**src/rtl/div16x8_pkg.sv**
```systemverilog
// Shared definitions for the 16/8 iterative divider: FSM encoding, CCR flag
// positions and latency. Optional macro DIV_RADIX4_EN selects two quotient
// bits per CALC cycle.
package div16x8_pkg;

  typedef enum logic [1:0] {
    StIdle = 2'd0,
    StCalc = 2'd1,
    StFix  = 2'd2,
    StDone = 2'd3
  } div_state_e;

  // Flag positions inside CCRo, same layout as the 16-bit ALU CCR nibble.
  localparam int unsigned FLAG_N = 3;
  localparam int unsigned FLAG_Z = 2;
  localparam int unsigned FLAG_V = 1;
  localparam int unsigned FLAG_C = 0;

  localparam int unsigned DIV_STEPS = 16;

`ifdef DIV_RADIX4_EN
  localparam int unsigned DIV_BITS_PER_CYCLE = 2;
  localparam int unsigned DIV_LATENCY        = 9;
`else
  localparam int unsigned DIV_BITS_PER_CYCLE = 1;
  localparam int unsigned DIV_LATENCY        = 17;
`endif

  function automatic logic [3:0] pack_ccr(input logic n, input logic z,
                                          input logic v, input logic c);
    logic [3:0] f;
    f         = 4'b0000;
    f[FLAG_N] = n;
    f[FLAG_Z] = z;
    f[FLAG_V] = v;
    f[FLAG_C] = c;
    return f;
  endfunction

endpackage

```
**src/rtl/div16x8_div_step.sv**
```systemverilog
// One combinational restoring-division step: shift in a dividend bit, trial
// subtract the divisor magnitude, keep the difference when it does not borrow.
module div_step (
  input  logic [8:0] prem_in,
  input  logic       bit_in,
  input  logic [8:0] dsr_in,
  output logic [8:0] prem_out,
  output logic       q_out
);

  logic [9:0] w_shift;
  logic [9:0] w_diff;

  // Partial remainder stays below the divisor (<= 256), so the shifted value
  // fits in 10 bits and bit 9 of the difference is a clean borrow.
  always_comb begin
    w_shift  = {prem_in, bit_in};
    w_diff   = w_shift - {1'b0, dsr_in};
    q_out    = ~w_diff[9];
    prem_out = q_out ? w_diff[8:0] : w_shift[8:0];
  end

endmodule

```
**src/rtl/div16x8.sv**
```systemverilog
// Iterative 16/8 divider (signed/unsigned) with busy/done handshake and
// {N,Z,V,C} flags. Optional macro DIV_RADIX4_EN: two restoring steps per clock.
module div16x8
  import div16x8_pkg::*;
#(
  parameter int unsigned STEPS = DIV_STEPS
) (
  input  logic        clk_in,
  input  logic        rst_n_in,
  input  logic        start_in,
  input  logic        signed_in,
  input  logic [15:0] dividend_in,
  input  logic [7:0]  divisor_in,
  output logic        busy_out,
  output logic        done_out,
  output logic [7:0]  quot_out,
  output logic [7:0]  rem_out,
  output logic        div0_out,
  output logic [3:0]  CCRo
);

  localparam logic [3:0] CntLoad = 4'(STEPS / DIV_BITS_PER_CYCLE - 1);

  div_state_e  r_state;
  logic [3:0]  r_cnt;
  logic [15:0] r_dvd;
  logic [8:0]  r_dsr;
  logic [8:0]  r_prem;
  logic [15:0] r_quo;
  logic        r_qneg;
  logic        r_rneg;
  logic        r_sgn;
  logic        r_busy;
  logic        r_done;
  logic [7:0]  r_quot;
  logic [7:0]  r_rem;
  logic        r_div0;
  logic [3:0]  r_ccr;

  logic        w_dvd_neg;
  logic        w_dsr_neg;
  logic [15:0] w_dvd_mag;
  logic [8:0]  w_dsr_mag;
  logic [8:0]  w_prem0;
  logic        w_q0;
  logic [8:0]  w_prem_nxt;
  logic [15:0] w_quo_nxt;
  logic [15:0] w_dvd_nxt;
  logic [7:0]  w_quot_s;
  logic [7:0]  w_rem_s;
  logic        w_ovf;

  // Operand magnitudes at the start edge; divisor is 9 bits so -128 maps to 128.
  always_comb begin
    w_dvd_neg = signed_in & dividend_in[15];
    w_dsr_neg = signed_in & divisor_in[7];
    w_dvd_mag = w_dvd_neg ? (16'd0 - dividend_in) : dividend_in;
    w_dsr_mag = w_dsr_neg ? (9'd0 - {divisor_in[7], divisor_in}) : {1'b0, divisor_in};
  end

  div_step u_step0 (
    .prem_in  (r_prem),
    .bit_in   (r_dvd[15]),
    .dsr_in   (r_dsr),
    .prem_out (w_prem0),
    .q_out    (w_q0)
  );

`ifdef DIV_RADIX4_EN
  logic [8:0] w_prem1;
  logic       w_q1;

  div_step u_step1 (
    .prem_in  (w_prem0),
    .bit_in   (r_dvd[14]),
    .dsr_in   (r_dsr),
    .prem_out (w_prem1),
    .q_out    (w_q1)
  );

  // Two quotient bits per cycle.
  always_comb begin
    w_prem_nxt = w_prem1;
    w_quo_nxt  = {r_quo[13:0], w_q0, w_q1};
    w_dvd_nxt  = {r_dvd[13:0], 2'b00};
  end
`else
  // One quotient bit per cycle.
  always_comb begin
    w_prem_nxt = w_prem0;
    w_quo_nxt  = {r_quo[14:0], w_q0};
    w_dvd_nxt  = {r_dvd[14:0], 1'b0};
  end
`endif

  // Sign fix-up and overflow detection on the final magnitudes.
  always_comb begin
    w_quot_s = r_qneg ? (8'd0 - r_quo[7:0]) : r_quo[7:0];
    w_rem_s  = r_rneg ? (8'd0 - r_prem[7:0]) : r_prem[7:0];
    if (r_sgn) begin
      w_ovf = r_qneg ? (r_quo > 16'd128) : (r_quo > 16'd127);
    end else begin
      w_ovf = (r_quo > 16'd255);
    end
  end

  // Sequencer FSM with registered handshake and result outputs.
  always_ff @(posedge clk_in or negedge rst_n_in) begin
    if (!rst_n_in) begin
      r_state <= StIdle;
      r_cnt   <= 4'd0;
      r_dvd   <= 16'd0;
      r_dsr   <= 9'd0;
      r_prem  <= 9'd0;
      r_quo   <= 16'd0;
      r_qneg  <= 1'b0;
      r_rneg  <= 1'b0;
      r_sgn   <= 1'b0;
      r_busy  <= 1'b0;
      r_done  <= 1'b0;
      r_quot  <= 8'h00;
      r_rem   <= 8'h00;
      r_div0  <= 1'b0;
      r_ccr   <= 4'b0000;
    end else begin
      unique case (r_state)
        StIdle: begin
          r_done <= 1'b0;
          if (start_in) begin
            r_busy <= 1'b1;
            r_div0 <= 1'b0;
            r_dvd  <= w_dvd_mag;
            r_dsr  <= w_dsr_mag;
            r_prem <= 9'd0;
            r_quo  <= 16'd0;
            r_qneg <= w_dvd_neg ^ w_dsr_neg;
            r_rneg <= w_dvd_neg;
            r_sgn  <= signed_in;
            if (divisor_in == 8'h00) begin
              r_state <= StDone;
            end else begin
              r_cnt   <= CntLoad;
              r_state <= StCalc;
            end
          end
        end
        StCalc: begin
          r_prem <= w_prem_nxt;
          r_quo  <= w_quo_nxt;
          r_dvd  <= w_dvd_nxt;
          if (r_cnt == 4'd0) begin
            r_state <= StFix;
          end else begin
            r_cnt <= r_cnt - 4'd1;
          end
        end
        StFix: begin
          r_quot  <= w_quot_s;
          r_rem   <= w_rem_s;
          r_ccr   <= pack_ccr(w_quot_s[7], (w_quot_s == 8'h00), w_ovf, w_quot_s[0]);
          r_done  <= 1'b1;
          r_state <= StDone;
        end
        StDone: begin
          // Normal path arrives with done already raised; the divide-by-zero
          // path arrives with it low and raises it here, one edge after start.
          if (r_done) begin
            r_done  <= 1'b0;
            r_busy  <= 1'b0;
            r_state <= StIdle;
          end else begin
            r_done <= 1'b1;
            r_div0 <= 1'b1;
            r_ccr  <= pack_ccr(1'b0, 1'b0, 1'b1, 1'b0);
          end
        end
        default: r_state <= StIdle;
      endcase
    end
  end

  assign busy_out = r_busy;
  assign done_out = r_done;
  assign quot_out = r_quot;
  assign rem_out  = r_rem;
  assign div0_out = r_div0;
  assign CCRo     = r_ccr;

endmodule
```
**config.mk**
```make
export PLATFORM = sky130hd
export DESIGN_NAME = div16x8
export DESIGN_NICKNAME = d
export VERILOG_FILES = /design/src/rtl/div16x8_pkg.sv /design/src/rtl/div16x8_div_step.sv /design/src/rtl/div16x8.sv
export SDC_FILE = /design/constraint.sdc
export NUM_CORES = 1
export LEC_CHECK = 0
export ABC_AREA = 0
export CORE_MARGIN = 5
export CORE_UTILIZATION = 40
export CTS_CLUSTER_DIAMETER = 150
export CTS_CLUSTER_SIZE = 24
export DETAILED_ROUTE_END_ITERATION = 12
export GPL_TIMING_DRIVEN = 0
export SETUP_SLACK_MARGIN = 0.4
export SLEW_MARGIN = 20
export SYNTH_ARGS = -nofsm -noshare
export SYNTH_HDL_FRONTEND = slang
export SYNTH_SLANG_ARGS = --single-unit
```
**constraint.sdc**
```tcl
create_clock -name clk_in -period 3.8 [get_ports clk_in]
set_input_delay 0.38 -clock clk_in [delete_from_list [all_inputs] [get_ports clk_in]]
set_output_delay 0.38 -clock clk_in [all_outputs]
set_load 0.005 [all_outputs]
```
==> impl_metrics.csv <==
group,metric,value,unit
detailed_routing,ant_nets,0,
detailed_routing,drt_first_iter_violations,142,
sta,rsz0062_at_grt,"false",
yosys,synth.avg_cell_area,9.20,um2
critical_path,crit_type,"flop to flop",
placement,gp_congestion,0.875,
pwr,p_sw,1.89,mW
floorplan,ios,51,
critical_path,cp_max_fo,2,
sta,slew_violations,0,
critical_path,startpoint_type,"flop",
clocking,clockBufferDepth,2,
clocking,cts_root_buffer,"clkbuf_16",
detailed_routing,wl,10700,um
sta,period_minus_slack,2.37,ns
yosys,yosysWarnings,0,
cells_and_area,synthToLayoutAreaGrowth,21.4,%
floorplan,start_util,0.408,
floorplan,core,11400,um2
placement,portBuffers,50,
yosys,ys_async_sr_fraction,1.00,
sta,tightest_slew,0.557,ns
cells_and_area,fin_cells,714,
sta,final_hold_viol_count,0,
pwr,powerDensity,819,nW/um2
yosys,yosysMostFrequentCell,"dfrtp_1",
clocking,clkTransAtPathRegs,0.06,ns
yosys,yosys.area.top_type_share,0.443,
sta,finClkSkew,0.00924,ns
yosys,ys.flop_type,"dfrtp_1",
yosys,synth-seq-cells,82,
critical_path,path_cells,"inv_1, ha_1, inv_1, fa_1, a21oi_1, o21ai_0, a2111oi_0, a21oi_1, xnor2_1, o31ai_1",
min_path,hold_class,"flop to flop",
yosys,synth.distinct_cells,56,
detailed_routing,vias,3705,
sta,tns,0,ns
yosys,yosysSeqAreaShare,0.443,
floorplan,rows,39,
yosys,synthCells,504,
yosys,synthTopCellsByCount,"dfrtp_1 (82), nand2_1 (73), nor2_1 (39)",
detailed_routing,vias_per_cell,5.19,
run,maxCapViolations,0,
outcome,status,"finished, final reports clean",
cells_and_area,n_fill_cell,1133,
cells_and_area,fin_nets,616,
detailed_routing,drc,0,
cells_and_area,diodes,0,
sta,setup_viol,0,
critical_path,cpPeakStageDelay,0.42,ns
critical_path,crit_family,"compound AO/OA/AOI/OAI gates",
sta,relSlewSlack,0.629,
grt,first_global_vias,3821,
clocking,cts_tree,"yes",
yosys,synth_largest_area_cell,"dfrtp_1",
grt,grt_overflow,0,
grt,grt_usage,0.161,
yosys,synth.top_cells.by_area,"dfrtp_1 (44%), nand2_1 (5.9%), ha_1 (5.4%)",
critical_path,cp_slowest_cell,"a2111oi_0",
floorplan,die_h,118,um
clocking,htreeDepth,3,
sta,max_freq,421,MHz
clocking,cts_num_sinks,82,
pwr,p_comb_frac,0.497,
grt,grt_max_degree,58,
pwr,seqPwrFrac,0.326,
yosys,synth_nets,553,
sta,final.period_utilization,0.625,
detailed_routing,routedWlPerCell,14.9,um
grt,grt_antenna_before_repair,0,
pwr,p_int,2.71,mW
pwr,p_leak,2.45,nW
placement,placed_cells,698,
yosys,synth_edf_count,0,
pwr,ir_drop,0.283,mV
sta,hold_ws,0.480,ns
pwr,pwr-share-clk,0.177,
clocking,cts_resized,0,
yosys,netlist_area,4630,um2
detailed_routing,dr.pass1.iters,4,
critical_path,crit_arrival,2.61,ns
floorplan,dieArea,13800,um2
floorplan,die_w,118,um
critical_path,crit_buf_inv,2,
critical_path,required,4.04,ns
cells_and_area,drive_gt1_frac,0.0578,
pwr,p_sw_frac,0.411,
critical_path,cp-end-kind,"flop",
clocking,worstSkewPairLatency,0.34,ns
placement,dp_hpwl,8200,um
grt,grt_pass1_wl,18600,um
clocking,numCtsBuffers,9,
## stage by stage
| stage | area, um2 | worst slack (ns) | util | total power, mW |
|---|---|---|---|---|
| final | 5630 | 1.43 | 0.495 | 4.61 |
| after detailed placement | 5340 | 1.29 | 0.470 | 3.82 |
| after global routing | 5630 | 1.16 | 0.495 | 5.04 |
| after CTS | 5630 | 1.42 | 0.495 | 4.66 |
| after floorplan | 4630 | 1.70 | - | 3.05 |
| after global placement | 5310 | -0.634 | 0.467 | 3.76 |
## cells in the final DEF (no fill, tap or decap), types with 13 or more instances in the layout
| cell type | instances |
|---|---|
| dfrtp_1 | 82 |
| nand2_1 | 73 |
| clkdlybuf4s50_1 | 49 |
| nor2_1 | 39 |
| o21ai_0 | 38 |
| a21oi_1 | 35 |
| inv_1 | 29 |
| xnor2_1 | 22 |
| ha_1 | 20 |
| clkbuf_1 | 19 |
| xor2_1 | 18 |
| a22o_1 | 13 |
## worst min-delay path: cells and delay by family (launching register included)
family / cells / cell delay (ns)
flip-flops: 1 / 0.34
AND/OR/NAND/NOR: 1 / 0.04
AO/OA/AOI/OAI: 1 / 0.06
## power groups by stage
stage	Combinational (mW)	Clock, mW	Sequential [mW]
after floorplan	1.59	0	1.46
after global placement	2.25	0	1.51
after detailed placement	2.30	0	1.52
after CTS	2.32	0.834	1.51
after global routing	2.61	0.877	1.55
final	2.29	0.815	1.50
## logic make-up (layout without fill, tap and decap cells)
kind of cell / after synthesis / count (layout) / synth area share
AO/OA/AOI/OAI: 137 / 137 / 0.189
XOR/XNOR: 40 / 40 / 0.0756
flip-flops: 82 / 82 / 0.443
adder cells (fa/ha/maj): 21 / 21 / 0.0583
AND/OR/NAND/NOR: 156 / 156 / 0.155
buffers and inverters: 52 / 119 / 0.0435
multiplexers: 16 / 16 / 0.0359
## layer usage
| layer | share of wire | global-route usage |
|---|---|---|
| met1 | 0.48 | 0.212 |
| met3 | 0.034 | 0.0336 |
| met2 | 0.47 | 0.268 |
| met5 | 0 | 0 |
| met4 | 0.014 | 0.0466 |
## sequential cells by signal (all words and copies together) (netlist names)
name	count
quot_out	8
busy_out	1
r_rneg	1
done_out	1
r_prem	9
r_dvd	16
r_quo	16
r_state	2
r_dsr	9
CCRo	4
r_cnt	4
div0_out	1
r_sgn	1
r_qneg	1
rem_out	8
## cell type report
class	count	area, um2	share of cell area
Buffer	23	92.6	0.0165
Sequential cell	82	2050	0.365
Multi-Input combinational cell	370	2380	0.423
Tap cell	143	179	0.0318
Timing Repair Buffer	52	536	0.0952
Clock inverter	4	26.3	0.00467
Inverter	29	109	0.0193
Clock buffer	11	253	0.0449
## repair_timing
item,4_1_cts,5_1_grt
hold buffers,1,0
endpoints found under the hold margin,25,0
setup buffers,0,0
## path summary, 6_finish.rpt
| path | start | end | slack [ns] | cells after the start |
|---|---|---|---|---|
| min in group asynchronous | rst_n_in | rem_out[2] | 0.50 | 2 |
| hold / removal | r_dvd[6] | r_dvd[6] | 0.48 | 2 |
| max in group asynchronous | rst_n_in | r_dvd[9] | 2.71 | 3 |
| setup reg to reg | r_dvd[15] | r_prem[8] | 1.43 | 10 |
| hold reg to reg | r_dvd[6] | r_dvd[6] | 0.48 | 2 |
| setup / recovery | r_dvd[15] | r_prem[8] | 1.43 | 10 |
No activity file was read; power rests on OpenSTA's default activity.
